File: config.mk
export PLATFORM = sky130hd
export DESIGN_NAME = bcd_xs3_seq
export DESIGN_NICKNAME = d
export VERILOG_FILES = /design/src/rtl/bcd_pkg.sv /design/src/rtl/xs3_digit_lut.sv /design/src/rtl/bcd_xs3_seq.sv
export SDC_FILE = /design/constraint.sdc
export NUM_CORES = 1
export LEC_CHECK = 0
export ABC_AREA = 1
export CAP_MARGIN = 10
export CORE_MARGIN = 5
export CORE_UTILIZATION = 52
export CTS_BUF_LIST = sky130_fd_sc_hd__clkbuf_2
export CTS_CLUSTER_DIAMETER = 80
export DETAILED_ROUTE_END_ITERATION = 10
export PLACE_DENSITY = 0.94
export SYNTH_ARGS = -nofsm -noshare
export SYNTH_HDL_FRONTEND = slang
export SYNTH_SLANG_ARGS = --single-unit
File: constraint.sdc
create_clock -name clk -period 2 [get_ports clk]
set_input_delay 0.3 -clock clk [delete_from_list [all_inputs] [get_ports clk]]
set_output_delay 0.3 -clock clk [all_outputs]
set_load 0.005 [all_outputs]
File: src/rtl/bcd_pkg.sv
// Shared types and constants for the BCD to Excess-3 conversion path.
// Used by both the single-digit lookup and the word sequencer.
package bcd_pkg;

    typedef enum logic [1:0] {
        ST_IDLE = 2'd0,
        ST_CONV = 2'd1,
        ST_DONE = 2'd2
    } state_e;

    localparam logic [3:0] XS3_OFFSET  = 4'd3;
    localparam logic [3:0] BCD_MAX     = 4'd9;
    localparam logic [3:0] XS3_INVALID = 4'd0;

endpackage

File: src/rtl/xs3_digit_lut.sv
// Single-digit BCD to Excess-3 conversion; codes above 9 give a defined zero
// result plus an invalid flag so nothing downstream ever sees X.
module xs3_digit_lut
    import bcd_pkg::*;
(
    input  logic [3:0] digit_i,
    output logic [3:0] xs3_o,
    output logic       invalid_o
);

    assign invalid_o = (digit_i > BCD_MAX);
    assign xs3_o     = invalid_o ? XS3_INVALID : (digit_i + XS3_OFFSET);

endmodule

File: src/rtl/bcd_xs3_seq.sv
// Converts a packed NDIG-digit BCD word to Excess-3 one digit per clock,
// least significant digit first, through one shared digit lookup.
module bcd_xs3_seq
    import bcd_pkg::*;
#(
    parameter int NDIG = 4
) (
    input  logic              clk,
    input  logic              rst_n,
    input  logic              in_valid,
    output logic              in_ready,
    input  logic [4*NDIG-1:0] in_bcd,
    output logic              out_valid,
    input  logic              out_ready,
    output logic [4*NDIG-1:0] out_xs3,
    output logic              out_err,
    output logic [NDIG-1:0]   out_err_mask
);

    localparam int IDXW = (NDIG > 1) ? $clog2(NDIG) : 1;

    state_e              state_q, state_d;
    logic [IDXW-1:0]     idx_q, idx_d;
    logic [4*NDIG-1:0]   word_q, word_d;
    logic [4*NDIG-1:0]   xs3_q, xs3_d;
    logic [NDIG-1:0]     mask_q, mask_d;

    logic [3:0]          cur_digit;
    logic [3:0]          lut_xs3;
    logic                lut_inv;

    // Digit selection as a compare-per-digit mux keeps every slice in range
    // even when IDXW can address more digits than NDIG.
    always_comb begin
        cur_digit = 4'd0;
        for (int k = 0; k < NDIG; k++) begin
            if (idx_q == IDXW'(k)) begin
                cur_digit = word_q[4*k +: 4];
            end
        end
    end

    xs3_digit_lut u_lut (
        .digit_i   (cur_digit),
        .xs3_o     (lut_xs3),
        .invalid_o (lut_inv)
    );

    always_comb begin
        // NOTE: every next-state variable gets its hold value first, so no
        // path through the case below can leave one unassigned (no latches).
        state_d = state_q;
        idx_d   = idx_q;
        word_d  = word_q;
        xs3_d   = xs3_q;
        mask_d  = mask_q;

        case (state_q)
            ST_IDLE: begin
                if (in_valid) begin
                    word_d  = in_bcd;
                    xs3_d   = '0;
                    mask_d  = '0;
                    idx_d   = '0;
                    state_d = ST_CONV;
                end
            end
            ST_CONV: begin
                for (int k = 0; k < NDIG; k++) begin
                    if (idx_q == IDXW'(k)) begin
                        xs3_d[4*k +: 4] = lut_xs3;
                        mask_d[k]       = lut_inv;
                    end
                end
                if (idx_q == IDXW'(NDIG - 1)) begin
                    idx_d   = '0;
                    state_d = ST_DONE;
                end else begin
                    idx_d = idx_q + IDXW'(1);
                end
            end
            ST_DONE: begin
                if (out_ready) begin
                    state_d = ST_IDLE;
                end
            end
            default: state_d = ST_IDLE;
        endcase
    end

    // NOTE: sequential state uses non-blocking assignments so every register
    // samples its pre-edge value regardless of block evaluation order.
    always_ff @(posedge clk or negedge rst_n) begin
        if (!rst_n) begin
            state_q <= ST_IDLE;
            idx_q   <= '0;
            word_q  <= '0;
            xs3_q   <= '0;
            mask_q  <= '0;
        end else begin
            state_q <= state_d;
            idx_q   <= idx_d;
            word_q  <= word_d;
            xs3_q   <= xs3_d;
            mask_q  <= mask_d;
        end
    end

    assign in_ready     = (state_q == ST_IDLE);
    assign out_valid    = (state_q == ST_DONE);
    assign out_xs3      = xs3_q;
    assign out_err_mask = mask_q;
    assign out_err      = |mask_q;

endmodule

Word level (Yosys, flattened, before mapping):

Cells that the tools add are included.

* flip-flop bits (word level): 40
* input port bits: 20
* word-level logic and storage cells: 60

* add/subtract/negate cells: 2
* order comparisons: 1
* eq/ne operators: 11
* multiplexer cells: 24
* reduce and logical (&&, ||, !) cells: 11

Operators with widths (count)
* 2-to-1 mux 4 bit: 10
* one-hot mux 16 bit (2 select lines): 1
* 2-to-1 mux 16 bit: 1
* AND reduction 3 bit: 5
* 2-to-1 mux 2 bit: 5
* inequality test 2 bit, second input constant: 5
* one-hot mux 4 bit (2 select lines): 1
* == test 2 bit, second input constant: 3
* one-hot mux 2 bit (3 select lines): 1
* adder 4 x 2 -> 4 bit, second input constant: 1
* == test 2 x 1 -> 1 bit, second input constant: 2
* > comparator 4 bit, second input constant: 1
* logical NOT 2 bit: 2
* 2-to-1 mux 1 bit: 4
* one-hot mux 2 bit (2 select lines): 1
* AND reduction 2 bit: 2
* OR reduction 4 bit: 1
* adder 2 x 1 -> 2 bit, second input constant: 1
* inequality test 2 x 1 -> 1 bit, second input constant: 1
* nonzero test 2 bit: 1

Logic depth before layout (Yosys ltp):

Gate-level depths: netlist of the first run.

* depth after elaboration: 9
* depth in mapped cells: 13
* mapped depth without buffers: 13

Modules after synthesis:

A second synthesis of the first run with hierarchy kept.

* cells, all modules: 254
* area total of the unflattened synthesis: 2038.2 um2

Modules (own cells, without submodules)
* bcd_xs3_seq: instances 1, cells each 236, area each 1939.4 um2, seq. area each 1001.0 um2
* xs3_digit_lut: instances 1, cells each 18, area each 98.8 um2, seq. area each 0.0 um2

Least setup slack after synthesis of the first run:

No wires, ideal clock.

* path type: reg-to-reg
* from: reg idx_q[0]
* to: reg xs3_q[6], in the netlist out_xs3[6]
* setup time: 0.065 ns
* arrival time: 1.607 ns
* required time: 1.935 ns
* path slack: 0.328 ns
* cell stages (with the launch flop): 12
* buffers on the path: 2
* cells stage by stage: dfrtp_1 -> inv_1 -> ha_1 -> buf_6 -> a21oi_1 -> nand2_1 -> a21oi_4 -> nand2_4 -> a21oi_4 -> buf_6 -> nand3_1 -> nand2_1

* word-level cells in the longest chain between the ends: 9

Ends and longest elaborated chain
* start, declared: line bcd_xs3_seq.sv:23 `logic [IDXW-1:0] idx_q, idx_d;`
* start signal, assigned: line bcd_xs3_seq.sv:102 `idx_q <= idx_d;`
* logical NOT 2 bit: line bcd_xs3_seq.sv:37 `if (idx_q == IDXW'(k)) begin`
* 2-to-1 mux 4 bit (4 in a row): line bcd_xs3_seq.sv:37
* adder 4 x 2 -> 4 bit or > comparator 4 bit (tied branches): line xs3_digit_lut.sv:12, xs3_digit_lut.sv:11
* 2-to-1 mux 4 bit: line xs3_digit_lut.sv:12 `assign xs3_o = invalid_o ? XS3_INVALID : (digit_i + XS3_OFFSET);`
* 2-to-1 mux 4 bit: line bcd_xs3_seq.sv:70 `if (idx_q == IDXW'(k)) begin`
* one-hot mux 16 bit (2 select lines): line bcd_xs3_seq.sv:58 `case (state_q)`
* end signal, assigned: line bcd_xs3_seq.sv:104 `xs3_q <= xs3_d;`
* end, declared: line bcd_xs3_seq.sv:25 `logic [4*NDIG-1:0] xs3_q, xs3_d;`

Several ways; a longest one is shown, not always the timed one. The select of a mux whose other input is x is not followed.
A chain may end at the register's enable or synchronous reset.

Worst setup path in the final report of the first run:

* from: reg state_q[1]
* to: out in_ready

* word-level cells in the longest chain between the ends: 1

Ends and longest elaborated chain
* start, declared: line bcd_xs3_seq.sv:22 `state_e state_q, state_d;`
* start signal, assigned: line bcd_xs3_seq.sv:101 `state_q <= state_d;`
* logical NOT 2 bit: line bcd_xs3_seq.sv:109 `assign in_ready = (state_q == ST_IDLE);`
* end, declared: line bcd_xs3_seq.sv:11 `output logic in_ready,`

No other way between the ends.

==> flow_summary.yaml, run 1 <==
status:
  status: "complete, no violations"
route:
  viasPerCell: 4.94
  drc: 0
  first_iter_violations: 91
  ant_nets: 0
  dr.pass1.iters: 4
  vias: 1639
  post_drt_wl_per_cell_um: 12.5
  wl_um: 4160
grt:
  grt_pass1_wl_um: 7130
  grt.overflow.total: 0
  antenna_found_initial: 0
  grt_pass1_vias: 1575
  top_usage_layer: "met2"
  grt_max_degree: 41
  grtUsageMet3_pct: 4.17
  met2_usage_pct: 27.9
  met1_usage_pct: 24.2
  grt_use_total_pct: 17.9
cts:
  cts-buffers-inserted: 5
  htreeDepth: 2
  clock_sinks: 40
  clk_pin_slew_ns: 0.18
  clockBufferDepth: 2
  clock_latency_ns: 0.39
  cts_root_buf: "clkbuf_2"
  cts_tree: "yes"
logic_synthesis:
  synth_top_area_share_pct: 52.6
  synth_most_common_cell: "nand2_1"
  yosysWarnings: 0
  synth_edf_count: 0
  synth-main-ff-cell: "dfrtp_1"
  synth-seq-cells: 40
  ys_top_cells_by_area: "dfrtp_1 (53%), nand2_1 (21%), inv_1 (4.7%)"
  synth_fp_nets: 257
  syn-cell-area_sq_um: 1900
  netlist_top_cells_count: "nand2_1 (104), dfrtp_1 (40), inv_1 (24)"
  ys_types: 21
  yosysTopAreaCell: "dfrtp_1"
  syn_inst: 233
  syn_avg_cell_area_sq_um: 8.17
  ys_async_sr_fraction_pct: 100
  synth-seq-area-share_pct: 52.6
cells_and_area:
  syn_to_final_growth_pct: 28.4
  drive_gt1_share_pct: 10.2
  num_antenna_cells: 0
  nets: 307
  final.fill_count: 273
floorplanning:
  die_w_um: 70.5
  start_util_pct: 52.8
  rows: 22
  dieArea_sq_um: 4970
  core-area_sq_um: 3610
  die_h_um: 70.5
  ios: 43
power_and_ir_drop:
  power.leakage_uw: 0.00128
  p_total_uw: 4000
  power_density_nw_per_um2: 1640
  ir_worst_vdd_uv: 722
worst_setup_path:
  crit_type: "reg -> out"
  cp-end-kind: "primary output"
  reg2reg_slack_ns: 0.11
  r2r_end: "out_xs3[15]"
  path_max_fanout: 3
  crit_arrival_ns: 1.60
  reg2reg_depth: 9
  crit_path_end: "in_ready"
  path_cells: "nor2_1 -> clkdlybuf4s50_1"
  startpoint: "state_q[1]"
  start_kind: "flop"
  slowest_delay_ns: 0.55
  worstReg2RegStart: "idx_q[1]"
  required_ns: 1.70
  cp_slowest_cell: "clkdlybuf4s50_1"
place:
  place_congestion: 0.854
  port_buffers: 42
  hpwl_um: 3090
sta:
  clock_skew_ns: 0.0175
  fin_crit_ns: 1.90
  slew_viol_final: 0
  rsz0062_at_grt: "no"
  fin_tns_setup_ns: 0
  tightest_slew_ns: 0.478
  fin_crit_sh_pct: 94.9
  finalSetupViolations: 0
  max_freq_mhz: 527
  finalHoldViolCount: 0
  slew-limit-headroom_pct: 68.2
worst_hold_path:
  hold_depth: 3
  hp-class: "in -> reg"
job:
  drv_cap: 0
## worst max-delay path: cells and delay by family, from the launching register on
kind / cells / cell delay, ns
flops: 1 / 0.44
buf+inv: 1 / 0.55
simple gates: 1 / 0.22
## metal layers
metal  up-vias  part of all wire (%)  wire length [um]
li1        825                     -                 -
met1       756                    44              1850
met2        49                    48              1990
met3         9                   5.9               244
met4         0                   1.7                69
met5         -                     0                 0
## state kept, by name (all words and copies together), names as in the netlist
name and flops:
word_q 16, out_xs3 16, idx_q 2, state_q 2
out_err_mask 4
## kinds of logic (layout without fill, tap and decap cells)
group                      after synthesis  count (layout)  share of synthesized area [%]
and+or+nand+nor                        130             130                           28.3
DFF                                     40              40                           52.6
buffers and inverters                   33              83                           7.43
AOI/OAI and AO/OA                       25              26                           8.61
adders and majority gates                4               4                           2.63
xor gates and xnor gates                 1               1                          0.460
## metrics by stage
stage / cell area, sq um / setup slack [ns] / instances / util, % / hold slack (ns)
after floorplan: 1900 / 0.328 / 233 / - / 0.00441
after CTS: 2420 / 0.0772 / 330 / 67.0 / 0.418
after global routing: 2440 / 0.00238 / 332 / 67.8 / 0.423
after global placement: 2370 / 0.206 / 321 / 65.7 / 0.371
final: 2440 / 0.101 / 332 / 67.8 / 0.424
after detailed placement: 2370 / 0.0981 / 321 / 65.7 / 0.377
## placed cells by master, fill, tap and decap left out, drive strengths merged
cell and n:
clkdlybuf4s50 41, a22o 1, inv 27, nand4 1
dfrtp 40, clkbuf 7, buf 6, nor2 5
a21oi 11, clkinv 1, dlygate4sd3 1, xor2 1
ha 4, o21ai 13, nand2 106, nand3 18
o22ai 1
## layout make-up
type	instances	area (sq um)	area share, %
sequential	40	1000	41.0
inverter	27	101	4.15
multi-input combinational	161	779	31.9
clock inverter	1	3.75	0.154
tap	48	60.1	2.46
clock buffer	7	35.0	1.43
timing repair buffer	48	463	18.9
## power by group
part	total [uW]	internal [uW]	switching, uW
logic	2340	913	1430
registers	1320	1140	183
clock network	334	93.5	241
## how the worst min path moves through the flow
| stage | from | endpoint | slack, ns |
|---|---|---|---|
| floorplan | rst_n | idx_q[0] | 0.004 |
| CTS | in_bcd[5] | word_q[5] | 0.42 |
| finish | in_bcd[5] | word_q[5] | 0.42 |
| global placement | rst_n | word_q[1] | 0.37 |
| detailed placement | rst_n | word_q[2] | 0.38 |
| global route | in_bcd[13] | word_q[13] | 0.42 |
## what timing repair did
action / in CTS / in global routing
setup endpoints to repair: 0 / 13
buffers inserted: 0 / 1
hold buffers: 1 / 0
resized for setup: 0 / 2
hold endpoints to repair: 40 / 0
Power figures use the tool's default switching activity.
==> run 2: changes to the inputs <==
--- a/config.mk
+++ b/config.mk
@@ -8,11 +8,11 @@
 export ABC_AREA = 1
 export CAP_MARGIN = 10
 export CORE_MARGIN = 5
-export CORE_UTILIZATION = 52
+export CORE_UTILIZATION = 47
 export CTS_BUF_LIST = sky130_fd_sc_hd__clkbuf_2
 export CTS_CLUSTER_DIAMETER = 80
 export DETAILED_ROUTE_END_ITERATION = 10
-export PLACE_DENSITY = 0.94
+export PLACE_DENSITY = 0.9
 export SYNTH_ARGS = -nofsm -noshare
 export SYNTH_HDL_FRONTEND = slang
 export SYNTH_SLANG_ARGS = --single-unit
==> constraint.sdc (replaced) <==
create_clock -name clk -period 1.6 [get_ports clk]
set_input_delay 0.24 -clock clk [delete_from_list [all_inputs] [get_ports clk]]
set_output_delay 0.24 -clock clk [all_outputs]
set_load 0.005 [all_outputs]
==> run 2 against run 1 <==
The run now ends with setup timing left. Largest cell class unchanged. Highest routed layer unchanged. Final cell count grew 8.1%. Critical path type is now reg -> reg. Critical endpoint is now out_xs3[10]. Sequential cell count is the same. Count of clock-buffer cells in the layout shrank 2. Die area grew 9.1%.
==> flow_summary.yaml, run 2 (synthesis gave the netlist of run 1 again) <==
cts:
  cts_root_buf: "clkbuf_2"
  htreeDepth: 2
  clock_sinks: 40
  cts-buffers-inserted: 5
  clockBufferDepth: 2
  clock_latency_ns: 0.46
  cts_tree: "yes"
  clk_pin_slew_ns: 0.24
floorplanning:
  die_h_um: 73.6
  ios: 43
  start_util_pct: 47.9
  die_w_um: 73.6
  core-area_sq_um: 3970
  dieArea_sq_um: 5420
  rows: 23
worst_setup_path:
  cp_slowest_cell: "dfrtp_2"
  startpoint: "idx_q[1]"
  path_delay_family: "flip-flops"
  required_ns: 2.00
  slowest_delay_ns: 0.50
  crit_type: "reg -> reg"
  path_buf_inv: 2
  start_kind: "flop"
  worstReg2RegStart: "idx_q[1]"
  path_max_fanout: 6
  path_cells: "inv_4 -> ha_4 -> inv_4 -> nand3_2 -> nand2_2 -> a21oi_4 -> nand2_4 -> a21oi_4 -> nand3_2 -> nand2_2"
  crit_arrival_ns: 2.21
  cp-end-kind: "flop"
sta:
  tightest_slew_ns: 0.423
  clock_skew_ns: 0.0323
  max_freq_mhz: 551
  finalHoldViolCount: 0
  fin_crit_sh_pct: 113
  finalSetupViolations: 20
  setup_slack_ns: -0.215
  fin_crit_ns: 1.81
  slew-limit-headroom_pct: 71.8
  slew_viol_final: 0
  rsz0062_at_grt: "yes"
power_and_ir_drop:
  ir_worst_vdd_uv: 1180
  p_comb_share_pct: 64.0
  power.leakage_uw: 0.00169
  power_frac_clock_pct: 9.9
  power_frac_seq_pct: 26.1
  power_density_nw_per_um2: 2250
  p_switching_uw: 3090
  sw_frac_of_total_pct: 47.7
  p_int_uw: 3390
cells_and_area:
  final_util_pct: 72.4
  final.fill_count: 274
  layout_common_cells: "nand2_1 (95), dfrtp_1 (38), buf_4 (27)"
  drive_gt1_share_pct: 29.1
  layout_commonest_cell: "nand2_1"
  nets: 332
  num_antenna_cells: 0
  syn_to_final_growth_pct: 51.2
  final_cell_count_no_fill: 359
grt:
  grt.overflow.total: 0
  grt_use_total_pct: 20.7
  grt_max_degree: 24
  antenna_found_initial: 0
  grt_pass1_wl_um: 8480
  grt_pass1_vias: 1825
place:
  port_buffers: 42
  place_ws_ns: -0.228
  place_congestion: 0.838
  hpwl_um: 3460
  dp_cells: 338
route:
  post_drt_wl_per_cell_um: 16.3
  viasPerCell: 5.19
  drc: 0
  wl_um: 5830
  ant_nets: 0
  first_iter_violations: 220
  vias: 1862
  dr.pass1.iters: 4
status:
  status: "finished, violations left"
  violations: "setup timing"
worst_hold_path:
  hp-class: "in -> async"
job:
  drv_cap: 0
## run 2: area by class of cell
| cell class | count | area, sq um | share of cell area (%) |
|---|---|---|---|
| clock buffers | 5 | 25.0 | 0.870 |
| flip-flops and latches | 40 | 1000 | 34.9 |
| clock inverters | 3 | 46.3 | 1.61 |
| well taps | 50 | 62.6 | 2.17 |
| repair buffers | 73 | 699 | 24.3 |
| inverters | 27 | 109 | 3.78 |
| multi-input cells | 161 | 931 | 32.4 |
## run 2: metal layers
metal	GRT usage (%)	up-vias	part of all wire, %
met5	0	-	0
met1	27.4	891	40
met3	5.34	18	6.5
met4	7.85	0	3.2
li1	-	874	-
met2	32.5	79	50
## run 2: power groups by stage
stage                     clock network (uW)  registers [uW]  logic [uW]
after floorplan                            0            1640        1920
after global placement                     0            1660        3080
after detailed placement                   0            1670        3210
after CTS                                633            1660        3710
after global routing                     698            1740        4480
final                                    644            1690        4150
## run 2: timing repair
item,4_1_cts,5_1_grt
gates cloned,1,0
endpoints found under the hold margin,17,0
buffers inserted,6,5
resized for setup,35,39
hold buffers,1,0
pin swaps,11,4
setup endpoints to repair,29,38
## run 2: final timing paths
check,to,slack (ns),cells past startpoint
max,out_xs3[10],-0.21,10
min,out_err_mask[2],0.21,2
max reg2reg,out_xs3[10],-0.21,10
min reg2reg,out_xs3[14],0.51,2
max in group asynchronous,word_q[3],0.90,3
min in group clk,word_q[13],0.31,3
## run 2: metrics by stage
stage / area [sq um] / hold WS, ns / total power [uW] / TNS (ns)
final: 2880 / 0.207 / 6480 / -2.52
after global routing: 2880 / 0.216 / 6920 / -4.21
after CTS: 2740 / 0.236 / 6000 / -1.96
after detailed placement: 2500 / 0.196 / 4870 / -3.68
after global placement: 2500 / 0.191 / 4740 / -2.38
after floorplan: 1910 / -0.0556 / 3560 / -0.219
==> run 3: changes to the inputs <==
--- a/config.mk
+++ b/config.mk
@@ -13,6 +13,7 @@
 export CTS_CLUSTER_DIAMETER = 80
 export DETAILED_ROUTE_END_ITERATION = 10
 export PLACE_DENSITY = 0.9
+export REMOVE_ABC_BUFFERS = 1
 export SYNTH_ARGS = -nofsm -noshare
 export SYNTH_HDL_FRONTEND = slang
 export SYNTH_SLANG_ARGS = --single-unit
==> run 3 against run 2 <==
The run still ends with setup timing left. Worst hold slack gained 0.051 ns. Via count shrank 0.32%. Clock power shrank 7.0%. Clock skew grew 0.0012 ns. Wire length shrank 7.1%. Count of clock-buffer cells in the layout is the same. First-iteration DRC count shrank 4.1%. Maximum frequency shrank 1.6%.
==> flow_summary.yaml, run 3 (synthesis gave the netlist of run 1 again) <==
status:
  status: "finished, violations left"
  violations: "setup timing"
floorplanning:
  dieArea_sq_um: 5420
  core-area_sq_um: 3970
  ios: 43
  die_h_um: 73.6
  start_util_pct: 47.9
  rows: 23
  die_w_um: 73.6
worst_setup_path:
  start_kind: "flop"
  reg2reg_depth: 10
  required_ns: 1.95
  startpoint: "idx_q[1]"
  slowest_delay_ns: 0.52
  r2r_end: "out_xs3[2]"
  reg2reg_slack_ns: -0.24
  crit_type: "reg -> reg"
  critPathMostFrequentCell: "a21oi_4"
  worstReg2RegStart: "idx_q[1]"
  cp-end-kind: "flop"
  crit_path_end: "out_xs3[2]"
  cp_slowest_cell: "dfrtp_2"
  path_cells: "inv_4 -> ha_4 -> inv_2 -> nand3_2 -> nand2_2 -> a21oi_4 -> nand2_4 -> a21oi_4 -> nand3_1 -> nand2_1"
  path_max_fanout: 6
  crit_arrival_ns: 2.20
cells_and_area:
  register_area_sq_um: 1000
  multi_input_comb_area_sq_um: 930
  final.fill_count: 279
  drive_gt1_share_pct: 28.7
  final_cell_count_no_fill: 357
  final_util_pct: 71.7
  num_antenna_cells: 0
  layout_commonest_cell: "nand2_1"
  layout_common_cells: "nand2_1 (91), dfrtp_1 (39), buf_4 (26)"
  nets: 330
  syn_to_final_growth_pct: 49.6
grt:
  grt_pass1_wl_um: 7910
  grt_max_degree: 22
  grt_use_total_pct: 19.2
  antenna_found_initial: 0
  grt_pass1_vias: 1720
  grt.overflow.total: 0
route:
  first_iter_violations: 211
  wl_um: 5420
  post_drt_wl_per_cell_um: 15.2
  vias: 1856
  ant_nets: 0
  drc: 0
  dr.pass1.iters: 5
  viasPerCell: 5.20
sta:
  rsz0062_at_grt: "yes"
  fin_crit_ns: 1.84
  fin_crit_sh_pct: 115
  finalSetupViolations: 20
  setup_slack_ns: -0.245
  clock_skew_ns: 0.0336
  max_freq_mhz: 542
  slew-limit-headroom_pct: 67.9
  slew_viol_final: 0
  tightest_slew_ns: 0.482
  finalHoldViolCount: 0
place:
  place_ws_ns: -0.242
  dp_cells: 336
  place_congestion: 0.921
  hpwl_um: 3240
  port_buffers: 42
cts:
  clock_latency_ns: 0.43
  clock_sinks: 40
  htreeDepth: 2
  cts_root_buf: "clkbuf_2"
  cts_tree: "yes"
  clockBufferDepth: 2
  cts-buffers-inserted: 5
  clk_pin_slew_ns: 0.23
power_and_ir_drop:
  power.leakage_uw: 0.00164
  p_total_uw: 6360
  ir_worst_vdd_uv: 1040
  power_density_nw_per_um2: 2240
job:
  drv_cap: 0
worst_hold_path:
  hp-class: "in -> async"
-- run 3: per-stage QoR --
stage | setup TNS (ns) | cell area [sq um] | hold slack (ns)
floorplan | -0.341 | 1860 | -0.0556
global placement | -2.51 | 2480 | 0.211
detailed placement | -4.15 | 2480 | 0.221
CTS | -2.38 | 2680 | 0.275
global route | -4.86 | 2850 | 0.273
finish | -3.06 | 2850 | 0.257
-- run 3: final cells by class --
type	count	area share [%]
Sequential cell	40	35.2
Clock inverter	3	1.49
Tap cell	50	2.20
Multi-Input combinational cell	161	32.7
Clock buffer	5	0.879
Inverter	27	3.65
Timing Repair Buffer	71	23.9
-- run 3: repair_timing --
| action | CTS | global route |
|---|---|---|
| cloned | 1 | 0 |
| setup buffers | 5 | 6 |
| endpoints found under the hold margin | 19 | 0 |
| endpoints found under the setup margin | 24 | 38 |
| pin swaps | 14 | 8 |
| hold buffers | 1 | 0 |
| gates resized for setup | 27 | 44 |
-- run 3: worst min path at each step --
stage                     startpoint           to  slack (ns)  cells after the start
after floorplan                rst_n     idx_q[0]       -0.06                      0
after detailed placement       rst_n  out_xs3[14]        0.22                      1
final                          rst_n  out_xs3[14]        0.26                      2
after CTS                      rst_n  out_xs3[14]        0.27                      2
after global routing           rst_n  out_xs3[14]        0.27                      2
after global placement         rst_n  out_xs3[14]        0.21                      1
-- run 3: where the power goes --
part,total [uW],internal [uW],switching (uW)
clock,599,261,338
sequential,1680,1430,255
combinational,4080,1670,2420
total,6360,3350,3010
-- run 3: metal layers --
layer / vias to the layer above / GRT usage [%] / wire length [um]
li1: 872 / - / -
met1: 860 / 23.0 / 2050
met2: 104 / 31.9 / 2710
met3: 20 / 4.92 / 457
met4: 0 / 9.66 / 206
met5: - / 0 / 0
-- run 3: critical path, delay by kind of cell, from the launching register on --
| kind | cells | cell delay [ns] |
|---|---|---|
| buffers and inverters | 2 | 0.18 |
| DFF | 1 | 0.52 |
| adders and majority gates | 1 | 0.17 |
| AOI/OAI and AO/OA | 2 | 0.46 |
| and+or+nand+nor | 5 | 0.48 |
